File: src/rtl/muldiv_r32m_pkg.sv
// Shared types and constants for the muldiv_r32m RV32M multiply/divide unit.
// The op-code enum mirrors the RV32M funct3 encoding.
package muldiv_r32m_pkg;

    localparam int DATA_W_DEF = 32;

    typedef enum logic [2:0] {
        OP_MUL    = 3'b000,
        OP_MULH   = 3'b001,
        OP_MULHSU = 3'b010,
        OP_MULHU  = 3'b011,
        OP_DIV    = 3'b100,
        OP_DIVU   = 3'b101,
        OP_REM    = 3'b110,
        OP_REMU   = 3'b111
    } op_e;

    typedef enum logic [1:0] {
        IDLE,
        MUL,
        DIV,
        DONE
    } state_e;

endpackage

File: src/rtl/div_iter_r32m.sv
// Restoring radix-2 divider on unsigned magnitudes, one quotient bit per cycle.
// The first iteration is folded into the start edge so done rises DATA_W-1 cycles later.
module div_iter_r32m
    import muldiv_r32m_pkg::*;
#(
    parameter int DATA_W = DATA_W_DEF
) (
    input  logic              clock,
    input  logic              reset,
    input  logic              start,
    input  logic [DATA_W-1:0] dividend,
    input  logic [DATA_W-1:0] divisor,
    output logic              done,
    output logic [DATA_W-1:0] quotient,
    output logic [DATA_W-1:0] remainder
);
    localparam int CNT_W = $clog2(DATA_W);

    logic [CNT_W-1:0]  cnt;
    logic              busy;
    logic [DATA_W-1:0] dvsr, d_in, rem_in, quo_in, rem_nx, quo_nx;
    logic [DATA_W:0]   shifted, trial;

    // One restoring step; on start it works straight from the new operands.
    always_comb begin
        rem_in  = start ? '0 : remainder;
        quo_in  = start ? dividend : quotient;
        d_in    = start ? divisor : dvsr;
        shifted = {rem_in, quo_in[DATA_W-1]};
        trial   = shifted - {1'b0, d_in};
        if (!trial[DATA_W]) begin
            rem_nx = trial[DATA_W-1:0];
            quo_nx = {quo_in[DATA_W-2:0], 1'b1};
        end else begin
            rem_nx = shifted[DATA_W-1:0];
            quo_nx = {quo_in[DATA_W-2:0], 1'b0};
        end
    end

    assign done = busy && (cnt == '0);

    // NOTE: the datapath registers are reset too, so the counter and outputs
    // are defined immediately on reset rather than after the next start.
    always_ff @(posedge clock or negedge reset) begin
        if (!reset) begin
            cnt       <= '0;
            busy      <= 1'b0;
            dvsr      <= '0;
            quotient  <= '0;
            remainder <= '0;
        end else if (start) begin
            cnt       <= CNT_W'(DATA_W - 1);
            busy      <= 1'b1;
            dvsr      <= divisor;
            quotient  <= quo_nx;
            remainder <= rem_nx;
        end else if (busy) begin
            if (cnt != '0) begin
                cnt       <= cnt - 1'b1;
                quotient  <= quo_nx;
                remainder <= rem_nx;
            end else begin
                busy <= 1'b0;
            end
        end
    end

endmodule

File: src/rtl/muldiv_r32m.sv
// RV32M multiply/divide unit: 2-cycle multiply, iterative divide with valid/ready handshakes.
// Define MULDIV_R32M_DIV_EN to build the divider; otherwise divide ops are flagged illegal.
module muldiv_r32m
    import muldiv_r32m_pkg::*;
#(
    parameter int DATA_W = DATA_W_DEF
) (
    input  logic              clock,
    input  logic              reset,
    input  logic              in_valid,
    output logic              in_ready,
    input  logic [2:0]        op,
    input  logic [DATA_W-1:0] A,
    input  logic [DATA_W-1:0] B,
    output logic              out_valid,
    input  logic              out_ready,
    output logic [DATA_W-1:0] result,
    output logic              illegal
);
    state_e              state;
    op_e                 op_q;
    logic [DATA_W-1:0]   a_q, b_q, mul_res;
    logic [2*DATA_W-1:0] a_ext, b_ext, prod;

    assign in_ready = (state == IDLE);

    // Sign-extending to 2*DATA_W lets one unsigned multiplier serve all four ops.
    always_comb begin
        a_ext = {{DATA_W{a_q[DATA_W-1] & (op_q == OP_MULH || op_q == OP_MULHSU)}}, a_q};
        b_ext = {{DATA_W{b_q[DATA_W-1] & (op_q == OP_MULH)}}, b_q};
        prod  = a_ext * b_ext;
        case (op_q)
            OP_MULH, OP_MULHSU, OP_MULHU: mul_res = prod[2*DATA_W-1:DATA_W];
            default:                      mul_res = prod[DATA_W-1:0];
        endcase
    end

`ifdef MULDIV_R32M_DIV_EN
    localparam logic [DATA_W-1:0] MOST_NEG = {1'b1, {(DATA_W-1){1'b0}}};

    logic              div_signed, b_zero, ovf, div_start, div_done;
    logic              neg_q, neg_r;
    logic [DATA_W-1:0] a_mag, b_mag, quo, rem, quo_fix, rem_fix;

    always_comb begin
        div_signed = ~op[0];
        b_zero     = (B == '0);
        ovf        = div_signed && (A == MOST_NEG) && (B == '1);
        a_mag      = (div_signed && A[DATA_W-1]) ? -A : A;
        b_mag      = (div_signed && B[DATA_W-1]) ? -B : B;
        div_start  = in_ready && in_valid && op[2] && !b_zero && !ovf;
        quo_fix    = neg_q ? -quo : quo;
        rem_fix    = neg_r ? -rem : rem;
    end

    div_iter_r32m #(.DATA_W(DATA_W)) u_div (
        .clock     (clock),
        .reset     (reset),
        .start     (div_start),
        .dividend  (a_mag),
        .divisor   (b_mag),
        .done      (div_done),
        .quotient  (quo),
        .remainder (rem)
    );
`endif

    // NOTE: all state updates use non-blocking assignments so every register
    // samples the pre-edge values, independent of statement order.
    always_ff @(posedge clock or negedge reset) begin
        if (!reset) begin
            state     <= IDLE;
            out_valid <= 1'b0;
            result    <= '0;
            illegal   <= 1'b0;
            op_q      <= OP_MUL;
            a_q       <= '0;
            b_q       <= '0;
`ifdef MULDIV_R32M_DIV_EN
            neg_q     <= 1'b0;
            neg_r     <= 1'b0;
`endif
        end else begin
            case (state)
                IDLE: if (in_valid) begin
                    op_q <= op_e'(op);
                    a_q  <= A;
                    b_q  <= B;
                    if (!op[2]) begin
                        state <= MUL;
`ifdef MULDIV_R32M_DIV_EN
                    end else if (b_zero) begin
                        state     <= DONE;
                        out_valid <= 1'b1;
                        illegal   <= 1'b0;
                        result    <= op[1] ? A : '1;
                    end else if (ovf) begin
                        state     <= DONE;
                        out_valid <= 1'b1;
                        illegal   <= 1'b0;
                        result    <= op[1] ? '0 : A;
                    end else begin
                        state <= DIV;
                        neg_q <= div_signed && (A[DATA_W-1] ^ B[DATA_W-1]);
                        neg_r <= div_signed && A[DATA_W-1];
`else
                    end else begin
                        state     <= DONE;
                        out_valid <= 1'b1;
                        illegal   <= 1'b1;
                        result    <= '0;
`endif
                    end
                end
                MUL: begin
                    state     <= DONE;
                    out_valid <= 1'b1;
                    illegal   <= 1'b0;
                    result    <= mul_res;
                end
`ifdef MULDIV_R32M_DIV_EN
                DIV: if (div_done) begin
                    state     <= DONE;
                    out_valid <= 1'b1;
                    illegal   <= 1'b0;
                    result    <= op_q[1] ? rem_fix : quo_fix;
                end
`endif
                DONE: if (out_ready) begin
                    state     <= IDLE;
                    out_valid <= 1'b0;
                end
                default: state <= IDLE;
            endcase
        end
    end

endmodule

File: config.mk
export PLATFORM = sky130hd
export DESIGN_NAME = muldiv_r32m
export DESIGN_NICKNAME = d
export VERILOG_FILES = /design/src/rtl/muldiv_r32m_pkg.sv /design/src/rtl/div_iter_r32m.sv /design/src/rtl/muldiv_r32m.sv
export SDC_FILE = /design/constraint.sdc
export NUM_CORES = 2
export LEC_CHECK = 0
export ABC_CLOCK_PERIOD_IN_PS = 18870
export BUFFER_PORTS_ARGS = -buffer_cell sky130_fd_sc_hd__clkbuf_2
export CAP_MARGIN = 15
export CORE_MARGIN = 2
export CORE_UTILIZATION = 45
export DETAILED_ROUTE_END_ITERATION = 6
export PLACE_DENSITY_LB_ADDON = 0.25
export SETUP_SLACK_MARGIN = 0.5
export SLEW_MARGIN = 5
export SYNTH_ARGS = -nofsm -noshare
export SYNTH_HDL_FRONTEND = slang
export SYNTH_SLANG_ARGS = --single-unit
File: constraint.sdc
create_clock -name clock -period 18.87 [get_ports clock]
set_input_delay 0 -clock clock [delete_from_list [all_inputs] [get_ports clock]]
set_output_delay 0 -clock clock [all_outputs]
set_load 0.05 [all_outputs]
==> summary.md <==
| Metric | Value |
|---|---|
| Area of the multi-input gates | `around 34000 sq um` |
| HPWL Detailed | `89700 microns` |
| Largest net degree at the start of global routing | `64` |
| H-tree depth | `3` |
| Initial antenna violation count | `0` |
| Number of synthesized flops with an enable pin | `0` |
| Worst Tran Pin Value | `1080 ps` |
| First-pass GRT wire length | `roughly 180000 microns` |
| Final Hold Viols | `0` |
| Number of global-route vias before repair | `32700` |
| Buffers & Inverters on Critical Path | `8` |
| Largest area contributor in the synthesized netlist | `fa_1` |
| Chip Height | `slightly above 300 microns` |
| Synth top area share | `0.536` |
| Dpl ws | `9920 ps` |
| Synth unique cells | `just under 70` |
| Vias/cell | `roughly 5.1` |
| CTS tree | `yes` |
| Crit path largest cell delay | `roughly 780 ps` |
| Final setup vio count | `0` |
| Yosys reg bits | `about 100` |
| Max FO, Critical Path | `32` |
| Setup Skew | `between 20 and 30 ps` |
| Fin. max-slew vios | `0` |
| Most Frequent Cell on Critical Path | `fa_1` |
| TritonCTS Buffers | `9` |
| Arr. time, crit path | `9280 ps` |
| Final period utilization | `0.472` |
| Register area | `2590 sq um` |
| Clock-pin slew on the worst setup and hold paths | `100 ps` |
| RSZ-0062 raised after global routing | `no` |
| Cells after Synth | `4532` |
| Core Footprint | `92900 sq um` |
| Wire per inst | `19.0 microns` |
| Vias | `29600` |
| CP Launch Type | `flop` |
| CP Class | `flop to flop` |
| Drt initial violations | `1692` |
| Avg Cell Area, Syn | `roughly 9 sq um` |
| Total Nets Final | `5935` |
| Die area | `95800 sq um` |
| GRT overflow | `0` |
| Post-synthesis sequential area ratio | `0.0614` |
| Worst-case clock buffer depth | `2` |
| Clock sink total | `about 100` |
| Postcts setup bufs | `0` |
| CP required | `19230 ps` |
| Top FF cell, synth | `dfrtp_1` |
| Fmax | `112 MHz` |
| Top post-synthesis cells by area | `fa_1 (54%), inv_1 (11%), nand2_1 (7.2%)` |
| Fillers | `8958` |
| GPL Wtd Cong | `0.929` |
| WL final | `110000 microns` |
| Worst hold path type | `input pin to asynchronous set/reset pin` |
| Initial Utilization | `0.452` |
| Antenna violation net count after detailed routing | `0` |
| CTS root buffer | `clkbuf_16` |
| Final Util | `0.481` |
| DRC violations left | `0` |
| Post-synth ARST share | `1.00` |
| IO Port Bufs | `105` |
| Status | `completed` |
| IO Count | `106` |
| Worst Setup End Kind | `flop` |
| Mapped cell area | `42000 sq um` |
| First-pass detailed-route iteration total | `5` |
| Ys Warns | `0` |
| Die width | `309 microns` |
| Final worst setup slack | `9960 ps` |
| Setup TNS | `0 ps` |
| GRT Total Usage | `0.247` |
| Crit-path slowest cell | `fa_1` |
| Max-Cap Viols | `0` |
| CP delay by family, top | `adder cells` |
| Slew HR | `0.283` |
| Post-synthesis net count | `5940` |
| Row cnt | `112` |
| Layout cells sized above 1 | `0.0633` |
| Clk_lat worst skew | `450 ps` |
| Layout area overhead | `6.36%` |
| Post-route minimum period | `8910 ps` |
-- what timing repair did --
action,4_1_cts,5_1_grt
endpoints found under the setup margin,0,0
endpoints found under the hold margin,111,0
hold buffers,71,0
gates resized for setup,0,0
-- layout by cell type, fill, tap and decap left out, drive strengths merged, types with 5 or more instances in the layout --
master | synthesis | layout
and2 | 313 | 313
a22oi | 16 | 16
clkbuf | 253 | 113
nand2b | 8 | 8
mux2 | 68 | 68
ha | 212 | 212
o21a | 9 | 9
or2 | 13 | 13
nand4 | 11 | 11
a21oi | 75 | 75
nor2b | 6 | 6
fa | 1125 | 1125
nand2 | 803 | 803
a22o | 6 | 6
xnor2 | 45 | 45
xor2 | 23 | 23
dfrtp | 103 | 103
nor2 | 57 | 57
o21bai | 12 | 12
buf | 2 | 64
nand3 | 14 | 14
dlygate4sd3 | 0 | 71
inv | 1183 | 1188
o211ai | 5 | 5
o221ai | 5 | 5
nor3 | 14 | 14
o21ai | 52 | 52
a21o | 26 | 26
-- metal layers --
| layer | routed length (microns) | part of all wire | GRT usage | vias to the layer above |
|---|---|---|---|---|
| li1 | - | - | - | 12900 |
| met1 | 45700 | 0.41 | 0.319 | 15800 |
| met2 | 56700 | 0.51 | 0.437 | 720 |
| met3 | 4740 | 0.043 | 0.0290 | 163 |
| met4 | 3050 | 0.028 | 0.0677 | 0 |
| met5 | 0 | 0 | 0 | - |
-- cell usage after synthesis, drive strengths merged (12+ instances only) --
| library cell | count |
|---|---|
| nor3 | 14 |
| clkbuf | 253 |
| or2 | 13 |
| dfrtp | 103 |
| ha | 212 |
| xor2 | 23 |
| a22oi | 16 |
| inv | 1183 |
| nand3 | 14 |
| xnor2 | 45 |
| fa | 1125 |
| nor2 | 57 |
| a21o | 26 |
| nand2 | 803 |
| a21oi | 75 |
| and2 | 313 |
| o21bai | 12 |
| o21ai | 52 |
| mux2 | 68 |
-- worst paths after layout --
check,start,end,slack [ps],cells past startpoint
setup / recovery,op_q[0],result[28],9960,27
hold / removal,reset,b_q[10],160,2
setup reg to reg,op_q[0],result[28],9960,27
hold reg to reg,result[22],result[22],510,2
max in group asynchronous,reset,a_q[22],17220,3
min in group clock,B[15],b_q[15],330,3
-- final cells by class --
cell class	instances	area share
inverters	1183	0.0995
multi-input cells	2991	0.762
repair buffers	239	0.0383
clock buffers	9	0.00504
diodes	1	0.0000560
well taps	1254	0.0351
flip-flops and latches	103	0.0579
clock inverters	7	0.00216
-- logic make-up after synthesis --
family                   synth area share
AO/OA/AOI/OAI                      0.0394
XOR/XNOR                           0.0142
adder cells (fa/ha/maj)             0.600
buffers and inverters               0.129
flip-flops                         0.0614
multiplexers                       0.0190
AND/OR/NAND/NOR                     0.138
-- state kept, by name, summed over array words and instances (netlist names) --
signal	cells
illegal	1
state	2
b_q	32
result	32
a_q	32
out_valid	1
op_q	3
-- stage by stage --
step / std cells / instance area [sq um] / hold WS, ps
5_1_grt: 5786 / 44600 / 243
6_report: 5787 / 44600 / 164
4_1_cts: 5786 / 44600 / 197
2_1_floorplan: 4532 / 42000 / -296
3_3_place_gp: 5699 / 43600 / 139
3_5_place_dp: 5699 / 43600 / 140
Power is not shown: default switching activity piles up to over one toggle a cycle in this logic, so the estimate is an artifact.
